### config.mk
export PLATFORM = sky130hd
export DESIGN_NAME = dmem_read_ctrl_flat
export DESIGN_NICKNAME = d
export VERILOG_FILES = /design/src/rtl/dmem_read_ctrl_pkg.sv /design/src/rtl/dmem_read_ctrl_if.sv /design/src/rtl/rd_latency_counter.sv /design/src/rtl/dmem_read_ctrl.sv /design/src/flat_wrapper.sv
export SDC_FILE = /design/constraint.sdc
export NUM_CORES = 1
export LEC_CHECK = 0
export ABC_AREA = 1
export BUFFER_PORTS_ARGS = -buffer_cell sky130_fd_sc_hd__buf_2
export CELL_PAD_IN_SITES_DETAIL_PLACEMENT = 0
export CELL_PAD_IN_SITES_GLOBAL_PLACEMENT = 2
export CORE_UTILIZATION = 21
export CTS_CLUSTER_SIZE = 10
export DETAILED_ROUTE_END_ITERATION = 10
export PLACE_DENSITY_LB_ADDON = 0.08
export SYNTH_ARGS = -nofsm -noshare
export SYNTH_HDL_FRONTEND = slang
export SYNTH_SLANG_ARGS = --single-unit
### constraint.sdc
create_clock -name clk -period 1.4 [get_ports clk]
set_input_delay 0.14 -clock clk [delete_from_list [all_inputs] [get_ports clk]]
set_output_delay 0.14 -clock clk [all_outputs]
set_load 0.01 [all_outputs]
### src/rtl/dmem_read_ctrl_pkg.sv
// Shared types and constants for the data-memory read controller.
//   DWORD        : default data word width
//   rdc_state_e  : read-controller FSM states
package dmem_read_ctrl_pkg;

  localparam int unsigned DWORD = 32;

  typedef enum logic [1:0] {
    RDC_IDLE  = 2'd0,
    RDC_ISSUE = 2'd1,
    RDC_WAIT  = 2'd2,
    RDC_DONE  = 2'd3
  } rdc_state_e;

endpackage

### src/rtl/dmem_read_ctrl_if.sv
// Core-side load handshake plus memory read bus for dmem_read_ctrl.
//   rd_req/rd_addr/flush  : core -> controller
//   stall/rd_data/rd_valid: controller -> core
//   mem_addr/mem_re       : controller -> memory
//   mem_rdata             : memory -> controller
// master: the controller's view; slave: the environment (core + memory).
interface dmem_read_ctrl_if
  import dmem_read_ctrl_pkg::*;
#(
  parameter int unsigned WIDTH  = DWORD,
  parameter int unsigned AWIDTH = 32
);
  logic              rd_req;
  logic [AWIDTH-1:0] rd_addr;
  logic              flush;
  logic              stall;
  logic [WIDTH-1:0]  rd_data;
  logic              rd_valid;
  logic [AWIDTH-1:0] mem_addr;
  logic              mem_re;
  logic [WIDTH-1:0]  mem_rdata;

  modport master (
    input  rd_req, rd_addr, flush, mem_rdata,
    output stall, rd_data, rd_valid, mem_addr, mem_re
  );

  modport slave (
    output rd_req, rd_addr, flush, mem_rdata,
    input  stall, rd_data, rd_valid, mem_addr, mem_re
  );
endinterface

### src/rtl/rd_latency_counter.sv
// Wait-state counter for the read controller.
//   clk, rst    : clock, synchronous active-high reset
//   load_i      : load load_val_i (has priority over decrement)
//   load_val_i  : reload value
//   dec_i       : decrement request; ignored when already zero
//   zero_o      : counter is zero
module rd_latency_counter #(
  parameter int unsigned CNT_W = 4
) (
  input  logic             clk,
  input  logic             rst,
  input  logic             load_i,
  input  logic [CNT_W-1:0] load_val_i,
  input  logic             dec_i,
  output logic             zero_o
);
  logic [CNT_W-1:0] count_q;
  logic [CNT_W-1:0] count_d;

  always_comb begin
    count_d = count_q;
    if (load_i) begin
      count_d = load_val_i;
    end else if (dec_i && (count_q != '0)) begin
      count_d = count_q - 1'b1;
    end
  end

  always_ff @(posedge clk) begin
    if (rst) begin
      count_q <= '0;
    end else begin
      count_q <= count_d;
    end
  end

  assign zero_o = (count_q == '0);
endmodule

### src/rtl/dmem_read_ctrl.sv
// Read-side controller between the mMIPS memory stage and a fixed-latency
// data memory. Accepts a load, stalls the core while it is in flight,
// strobes the memory once, captures the word after LATENCY cycles and
// presents it with a one-cycle rd_valid pulse.
//   clk, rst : clock, synchronous active-high reset
//   bus      : dmem_read_ctrl_if.master (core handshake + memory bus)
module dmem_read_ctrl
  import dmem_read_ctrl_pkg::*;
#(
  parameter int unsigned WIDTH   = DWORD,
  parameter int unsigned AWIDTH  = 32,
  parameter int unsigned LATENCY = 2,
  parameter int unsigned CNT_W   = 4
) (
  input logic                clk,
  input logic                rst,
  dmem_read_ctrl_if.master   bus
);
  rdc_state_e        state_q, state_d;
  logic [AWIDTH-1:0] mem_addr_q;
  logic [WIDTH-1:0]  rd_data_q;

  logic accept;
  logic capture;
  logic stall_c;
  logic cnt_load;
  logic cnt_dec;
  logic cnt_zero;

  rd_latency_counter #(
    .CNT_W (CNT_W)
  ) u_cnt (
    .clk        (clk),
    .rst        (rst),
    .load_i     (cnt_load),
    .load_val_i (CNT_W'(LATENCY - 1)),
    .dec_i      (cnt_dec),
    .zero_o     (cnt_zero)
  );

  always_comb begin
    state_d  = state_q;
    accept   = 1'b0;
    capture  = 1'b0;
    stall_c  = 1'b0;
    cnt_load = 1'b0;
    cnt_dec  = 1'b0;
    case (state_q)
      RDC_IDLE, RDC_DONE: begin
        // DONE doubles as an accept slot so back-to-back loads leave no gap.
        if (bus.rd_req && !bus.flush) begin
          accept  = 1'b1;
          stall_c = 1'b1;
          state_d = RDC_ISSUE;
        end else begin
          state_d = RDC_IDLE;
        end
      end
      RDC_ISSUE: begin
        if (bus.flush) begin
          state_d = RDC_IDLE;
        end else begin
          stall_c  = 1'b1;
          cnt_load = 1'b1;
          state_d  = RDC_WAIT;
        end
      end
      RDC_WAIT: begin
        if (bus.flush) begin
          state_d = RDC_IDLE;
        end else begin
          stall_c = 1'b1;
          if (cnt_zero) begin
            capture = 1'b1;
            state_d = RDC_DONE;
          end else begin
            cnt_dec = 1'b1;
          end
        end
      end
      default: state_d = RDC_IDLE;
    endcase
  end

  always_ff @(posedge clk) begin
    if (rst) begin
      state_q    <= RDC_IDLE;
      mem_addr_q <= '0;
      rd_data_q  <= '0;
    end else begin
      state_q <= state_d;
      if (accept) begin
        mem_addr_q <= bus.rd_addr;
      end
      if (capture) begin
        rd_data_q <= bus.mem_rdata;
      end
    end
  end

  // Reset outranks the combinational stall path so the core is never held during reset.
  assign bus.stall    = stall_c && !rst;
  assign bus.mem_re   = (state_q == RDC_ISSUE);
  assign bus.rd_valid = (state_q == RDC_DONE);
  assign bus.mem_addr = mem_addr_q;
  assign bus.rd_data  = rd_data_q;
endmodule
### src/flat_wrapper.sv
// flat-port wrapper written by rule: the top's interface ports become plain ports
module dmem_read_ctrl_flat import dmem_read_ctrl_pkg::*;
#(
  parameter int unsigned WIDTH   = DWORD,
  parameter int unsigned AWIDTH  = 32,
  parameter int unsigned LATENCY = 2,
  parameter int unsigned CNT_W   = 4
)
  (clk, rst, bus_rd_req, bus_rd_addr, bus_flush, bus_mem_rdata, bus_stall, bus_rd_data, bus_rd_valid, bus_mem_addr, bus_mem_re);
  dmem_read_ctrl_if #(.WIDTH(WIDTH), .AWIDTH(AWIDTH)) bus_i ();
  input logic clk;
  input logic rst;
  input wire logic [$bits(bus_i.rd_req)-1:0] bus_rd_req;
  input wire logic [$bits(bus_i.rd_addr)-1:0] bus_rd_addr;
  input wire logic [$bits(bus_i.flush)-1:0] bus_flush;
  input wire logic [$bits(bus_i.mem_rdata)-1:0] bus_mem_rdata;
  output wire logic [$bits(bus_i.stall)-1:0] bus_stall;
  output wire logic [$bits(bus_i.rd_data)-1:0] bus_rd_data;
  output wire logic [$bits(bus_i.rd_valid)-1:0] bus_rd_valid;
  output wire logic [$bits(bus_i.mem_addr)-1:0] bus_mem_addr;
  output wire logic [$bits(bus_i.mem_re)-1:0] bus_mem_re;
  assign bus_i.rd_req = bus_rd_req;
  assign bus_i.rd_addr = bus_rd_addr;
  assign bus_i.flush = bus_flush;
  assign bus_i.mem_rdata = bus_mem_rdata;
  assign bus_stall = bus_i.stall;
  assign bus_rd_data = bus_i.rd_data;
  assign bus_rd_valid = bus_i.rd_valid;
  assign bus_mem_addr = bus_i.mem_addr;
  assign bus_mem_re = bus_i.mem_re;
  dmem_read_ctrl #(.WIDTH(WIDTH), .AWIDTH(AWIDTH), .LATENCY(LATENCY), .CNT_W(CNT_W)) u_core (.clk(clk), .rst(rst), .bus(bus_i));
endmodule
==> flow_summary.json, run 1 <==
{
  "status": "finished, violations left",
  "violations": "setup timing",
  "ys_types": 22,
  "clk_latency_ns": 0.33,
  "syn_area_mm2": 0.002619,
  "cp_cell_sequence": "inv_2 > ha_4 > nand2_4 > a211oi_2 > buf_2",
  "final.setup.tns_ns": -0.1394,
  "tritoncts": "done",
  "nFillCells": 1354,
  "fmax_mhz": 649.6,
  "leakagePower_nw": 1.894,
  "slew_violations": 0,
  "p_sw_mw": 1.115,
  "stdcell_area_mm2": 0.003935,
  "grt-ovfl-total": 0,
  "switching_share": 0.2392,
  "crit_type": "register to primary output",
  "first_global_vias": 2446,
  "finalCritPeriodShare": 1.100,
  "yosys.area.top_type": "dfxtp_1",
  "area.growth.synth_to_final_pct": 50.26,
  "cts_buffers": 9,
  "layout_commonest_cell": "buf_2",
  "rows": 40,
  "fin_skew_ns": 0.009630,
  "final_cells": 653,
  "end_kind": "primary output",
  "initial_core_util": 0.2171,
  "cp_slowest_cell": "dfxtp_2",
  "worstPathRequired_ns": 1.26,
  "grt_max_degree": 33,
  "first_pass_iters": 4,
  "hold_viol_final": 0,
  "cp_slowest_stage_delay_ns": 0.33,
  "synth_compound_area_frac": 0.1405,
  "ys_seq_area_frac": 0.5351,
  "hold_buffers": 0,
  "synthAdderAreaFrac": 0.01911,
  "rsz0062_at_grt": "yes",
  "path_clk_slew_ns": 0.06,
  "cp_top_family": "flip-flops",
  "synth-seq-cells": 70,
  "clkSinkCount": 70,
  "finalNetCount": 553,
  "cp_max_fo": 2,
  "drt_iter0_markers": 121,
  "diodes": 0,
  "power_density_mw_per_mm2": 1184,
  "clk_path_buf_depth": 2,
  "htree_levels": 3,
  "peakVddDrop_mv": 0.4355,
  "gp_congestion": 0.6940,
  "synth_top_family_by_area": "simple AND/OR/NAND/NOR gates",
  "die-area_mm2": 0.01292,
  "critPathBufInv": 2,
  "setup_viol": 1,
  "synth_cells": 338,
  "relSlewSlack": 0.7574,
  "dp_hpwl_mm": 5.269,
  "vias": 2593,
  "cp-start-kind": "register",
  "synthTopCellsByArea": "dfxtp_1 (54%), nor2_1 (20%), o21ai_0 (10%)",
  "post-route-drc-count": 0,
  "synth_nets": 410,
  "dieWidth_um": 113.7,
  "finalWorstSetupSlack_ns": -0.1394,
  "wl_per_cell_um": 11.94,
  "layout_common_cells": "buf_2 (134), nor2_1 (130), dfxtp_1 (68), o21ai_0 (45), o21ai_1 (25)",
  "drive_gt1_frac": 0.3918,
  "io_pins": 135,
  "grt_pass1_wl_mm": 12.11,
  "antenna_found_initial": 0,
  "p_comb_frac": 0.093,
  "totalWireLength_mm": 7.797,
  "synth_xor_area_frac": 0.003344,
  "maxCapViolCount": 0,
  "min_path_type": "input pin to register",
  "core_mm2": 0.01206,
  "synth_simple_gate_area_frac": 0.2370,
  "synth.yosys.warnings": 0,
  "intPower_mw": 3.546,
  "tightest_slew_ns": 0.3634,
  "syn-mean-instance-area_um2": 7.748,
  "synth_mux_area_frac": 0,
  "placed_area_mm2": 0.003563,
  "period_needed_ns": 1.539,
  "pwr-share-clk": 0.459,
  "die_h_um": 113.7,
  "critPathArrivalTime_ns": 1.40,
  "synth_top_area_share": 0.5351,
  "dp.cells": 636,
  "power.share.sequential": 0.449,
  "grtUsageTotal": 0.1239,
  "root_buffer": "clkbuf_16",
  "ant_nets": 0,
  "io_buffers": 134,
  "drt-vias-per-instance": 3.971
}
## cells by family (layout without fill, tap and decap cells)
family / count (synthesis) / after routing
flops: 70 / 70
simple gates: 157 / 157
fa+ha+maj: 4 / 4
xor+xnor: 1 / 1
compound gates: 73 / 73
buf+inv: 33 / 180
## per-layer routing
metal,up-vias,track usage,wire length (µm)
met5,-,0,0
met4,0,0.07368,187
met3,12,0.04570,683
met2,100,0.1821,3369
met1,1122,0.1545,3557
li1,1359,-,-
## path summary, 6_finish.rpt
check | start | to | slack, ns | cells past startpoint
worst max register to register | u_core.state_q[0]$_SDFFE_PP0P_ | u_core.bus.mem_addr[22]$_SDFFE_PP0P_ | 0.06 | 8
worst min-delay path | rst | u_core.u_cnt.count_q[0]$_SDFFE_PP0P_ | 0.02 | 2
worst min register to register | u_core.bus.rd_data[11]$_SDFFE_PP0P_ | u_core.bus.rd_data[11]$_SDFFE_PP0P_ | 0.47 | 2
worst max-delay path | u_core.state_q[0]$_SDFFE_PP0P_ | bus_stall | -0.14 | 5
## state kept, by name, summed over array words and instances, names as in the netlist
register / cells
u_core.bus.mem_addr: 32
u_core.state_q: 2
u_core.bus.rd_data: 32
u_core.u_cnt.count_q: 4
## worst reg2reg max path: cells and delay by family, from the launching register on
kind,cells,cell delay (ns)
and+or+nand+nor,4,0.37
buffers and inverters,3,0.28
DFF,1,0.33
adders and majority gates,1,0.27
## stage by stage
| stage | setup WS, ns | utilization | total power, mW | hold WS (ns) |
|---|---|---|---|---|
| finish | -0.1394 | 0.3262 | 4.661 | 0.02421 |
| global route | -0.1994 | 0.3262 | 4.905 | 0.02238 |
| CTS | -0.1691 | 0.3206 | 4.746 | 0.008470 |
| detailed placement | -0.02948 | 0.2954 | 2.550 | 0.3611 |
| global placement | 0.01170 | 0.2954 | 2.551 | 0.3576 |
| floorplan | 0.003352 | - | 2.323 | 0.2124 |
## synthesized netlist by cell type
cell type / number
o21ai_1: 16
ha_1: 4
dfxtp_1: 70
clkbuf_1: 6
clkbuf_2: 2
a211oi_1: 1
nand3_1: 2
nor2_4: 1
nand2_1: 11
nand4_1: 1
a21oi_1: 2
nand3_4: 1
clkinv_2: 1
nor2_1: 139
buf_4: 4
inv_2: 1
buf_6: 3
inv_1: 12
xor2_1: 1
buf_2: 4
o21ai_0: 54
nor2_2: 2
## cell type report
| cell class | count | area, µm² | share of cell area |
|---|---|---|---|
| Inverter | 14 | 53.80 | 0.01367 |
| Clock inverter | 3 | 20.02 | 0.005087 |
| Multi-Input combinational cell | 235 | 1105 | 0.2808 |
| Sequential cell | 70 | 1404 | 0.3568 |
| Tap cell | 168 | 210.2 | 0.05342 |
| Timing Repair Buffer | 151 | 885.9 | 0.2251 |
| Clock buffer | 12 | 256.5 | 0.06518 |
## power groups by stage
stage          registers [mW]  clock network, mW  logic (mW)
2_1_floorplan            2.16                  0       0.158
3_3_place_gp             2.13                  0       0.418
3_5_place_dp             2.13                  0       0.419
4_1_cts                  2.09               2.23       0.426
5_1_grt                  2.10               2.32       0.487
6_report                 2.09               2.14       0.431
## what timing repair did
item | in CTS | in global routing
resized for setup | 7 | 22
pin swaps | 2 | 1
endpoints found under the setup margin | 33 | 26
gates cloned | 0 | 1
setup buffers | 0 | 1
Power figures use the tool's default switching activity.
==> run 2: changes to the inputs <==
--- a/config.mk
+++ b/config.mk
@@ -6,7 +6,7 @@
 export NUM_CORES = 1
 export LEC_CHECK = 0
 export ABC_AREA = 1
-export BUFFER_PORTS_ARGS = -buffer_cell sky130_fd_sc_hd__buf_2
+export BUFFER_PORTS_ARGS = -buffer_cell sky130_fd_sc_hd__buf_4
 export CELL_PAD_IN_SITES_DETAIL_PLACEMENT = 0
 export CELL_PAD_IN_SITES_GLOBAL_PLACEMENT = 2
 export CORE_UTILIZATION = 21
==> run 2 against run 1 <==
The run still ends with setup timing left. Combinational power increased by 53%. Total power increased by 6.7%. Largest power group unchanged. Sequential share of layout area decreased by 5.5 points.
==> flow_summary.json, run 2 (synthesis results as in run 1) <==
{
  "violations": "setup timing",
  "initial_core_util": 0.2171,
  "critPathArrivalTime_ns": 1.78,
  "stdcell_area_mm2": 0.004651,
  "cts_buffers": 9,
  "cp-start-kind": "register",
  "io_pins": 135,
  "switching_share": 0.2337,
  "core_mm2": 0.01206,
  "die-area_mm2": 0.01292,
  "first_pass_iters": 4,
  "rows": 40,
  "cp_top_family": "buffers and inverters",
  "clk_latency_ns": 0.34,
  "wl_per_cell_um": 13.29,
  "power.share.sequential": 0.422,
  "drive_gt1_frac": 0.4606,
  "root_buffer": "clkbuf_16",
  "post-route-drc-count": 0,
  "cp_slowest_stage_delay_ns": 0.33,
  "hold_viol_final": 0,
  "gp_congestion": 0.7056,
  "p_sw_mw": 1.162,
  "cp_max_fo": 8,
  "end_kind": "register",
  "critPathBufInv": 5,
  "grt_max_degree": 42,
  "dieWidth_um": 113.7,
  "detailedPlace.worstSlack_ns": -0.04195,
  "diodes": 0,
  "r2r_start": "u_core.state_q[0]$_SDFFE_PP0P_",
  "regArea_mm2": 0.001404,
  "cp_cell_sequence": "inv_2 > ha_4 > nand2_4 > buf_6 > nor2_4 > inv_4 > buf_12 > buf_16 > nor2_4 > nor2_1",
  "slew_violations": 0,
  "totalWireLength_mm": 8.812,
  "vias": 2687,
  "final_cells": 663,
  "finalWorstSetupSlack_ns": -0.1543,
  "pwr-share-clk": 0.445,
  "layout_commonest_cell": "buf_4",
  "reg2regPathDepth": 10,
  "placed_area_mm2": 0.003871,
  "die_h_um": 113.7,
  "leakagePower_nw": 2.044,
  "grtUsageTotal": 0.1407,
  "peakVddDrop_mv": 0.5987,
  "area.growth.synth_to_final_pct": 77.59,
  "path_clk_slew_ns": 0.05,
  "cpMostUsedCell": "nor2_4",
  "io_buffers": 134,
  "drt-vias-per-instance": 4.053,
  "grt-ovfl-total": 0,
  "min_from": "bus_rd_addr[5]",
  "fmax_mhz": 643.4,
  "setup_viol": 33,
  "clkSinkCount": 70,
  "dp.cells": 634,
  "p_comb_frac": 0.133,
  "intPower_mw": 3.811,
  "period_needed_ns": 1.554,
  "worstPathRequired_ns": 1.63,
  "tritoncts": "done",
  "final.setup.tns_ns": -3.093,
  "layout_common_cells": "buf_4 (143), nor2_1 (110), dfxtp_1 (68), o21ai_0 (29), o21ai_1 (28)",
  "ant_nets": 0,
  "min_path_type": "input pin to register",
  "hold_path_depth": 3,
  "clk_path_buf_depth": 2,
  "multi_input_area_mm2": 0.001291,
  "drt_iter0_markers": 67,
  "rsz0062_at_grt": "yes",
  "finalNetCount": 562,
  "grt_pass1_wl_mm": 13.62,
  "finalCritPeriodShare": 1.110,
  "status": "finished, violations left",
  "fin_skew_ns": 0.005610,
  "crit_type": "register to register",
  "worstHoldEndpoint": "u_core.bus.mem_addr[5]$_SDFFE_PP0P_",
  "htree_levels": 3,
  "tightest_slew_ns": 0.3551,
  "r2r_setup_slack_ns": -0.15,
  "dp_hpwl_mm": 5.355,
  "nFillCells": 1317,
  "power_density_mw_per_mm2": 1069,
  "cp_slowest_cell": "dfxtp_2",
  "antenna_found_initial": 0,
  "reg2reg_to": "u_core.bus.mem_addr[31]$_SDFFE_PP0P_",
  "first_global_vias": 2626,
  "relSlewSlack": 0.7633,
  "maxCapViolCount": 0
}
[run 2: cell types whose count changed in the layout (fill, tap and decap cells not counted), sizes merged]
| cell | change |
|---|---|
| bufinv | +1 |
| clkinv | -1 |
| clkbuf | +4 |
| dlygate4sd3 | +2 |
| clkinvlp | -2 |
| buf | +6 |
[run 2: final cells by class]
cell class / count / area share
repair buffers: 160 / 0.3035
flip-flops and latches: 70 / 0.3019
multi-input cells: 235 / 0.2776
clock buffers: 15 / 0.05327
well taps: 168 / 0.04520
inverters: 14 / 0.01211
clock inverters: 1 / 0.006457
[run 2: worst min-delay path: stages]
cell	delay [ns]
buf_4	0.08
nor2_2	0.03
nor2_1	0.06
[run 2: how the worst max path moves through the flow]
stage / slack [ns] / to / depth (start not counted) / start
after floorplan: 0.003 / u_core.bus.mem_addr[10]$_SDFFE_PP0P_ / 8 / u_core.state_q[0]$_SDFFE_PP0P_
after CTS: -0.16 / bus_stall / 5 / u_core.state_q[0]$_SDFFE_PP0P_
final: -0.15 / u_core.bus.mem_addr[31]$_SDFFE_PP0P_ / 10 / u_core.state_q[0]$_SDFFE_PP0P_
after global routing: -0.22 / u_core.bus.mem_addr[25]$_SDFFE_PP0P_ / 10 / u_core.state_q[0]$_SDFFE_PP0P_
after detailed placement: -0.04 / u_core.bus.mem_addr[0]$_SDFFE_PP0P_ / 8 / u_core.state_q[0]$_SDFFE_PP0P_
after global placement: 0.02 / u_core.bus.mem_addr[31]$_SDFFE_PP0P_ / 8 / u_core.state_q[0]$_SDFFE_PP0P_
[run 2: repair_timing]
action	in CTS	in global routing
gates cloned	5	2
pin swaps	5	11
setup buffers	4	2
endpoints found under the hold margin	2	0
gates resized for setup	72	33
hold buffers	2	0
endpoints found under the setup margin	33	52
[run 2: stage by stage]
step | util | total power, mW | hold slack, ns
after detailed placement | 0.3210 | 2.635 | 0.3426
after floorplan | - | 2.323 | 0.2124
after CTS | 0.3783 | 5.060 | 0.01143
after global placement | 0.3210 | 2.634 | 0.3410
final | 0.3856 | 4.973 | 0.01127
after global routing | 0.3856 | 5.224 | 0.01906
[run 2: power groups by stage]
| stage | clock (mW) | sequential, mW | combinational, mW |
|---|---|---|---|
| floorplan | 0 | 2.16 | 0.158 |
| global placement | 0 | 2.14 | 0.497 |
| detailed placement | 0 | 2.13 | 0.500 |
| global route | 2.40 | 2.11 | 0.720 |
| CTS | 2.31 | 2.10 | 0.651 |
| finish | 2.21 | 2.10 | 0.660 |
[run 2: metal layers]
metal  GRT usage  routed length (µm)  part of all wire  vias to the layer above
li1            -                   -                 -                     1387
met1      0.1694                3930              0.45                     1202
met2      0.2191                4128              0.47                       90
met3     0.06429                 636             0.072                        8
met4     0.05263                 116             0.013                        0
met5           0                   0                 0                        -
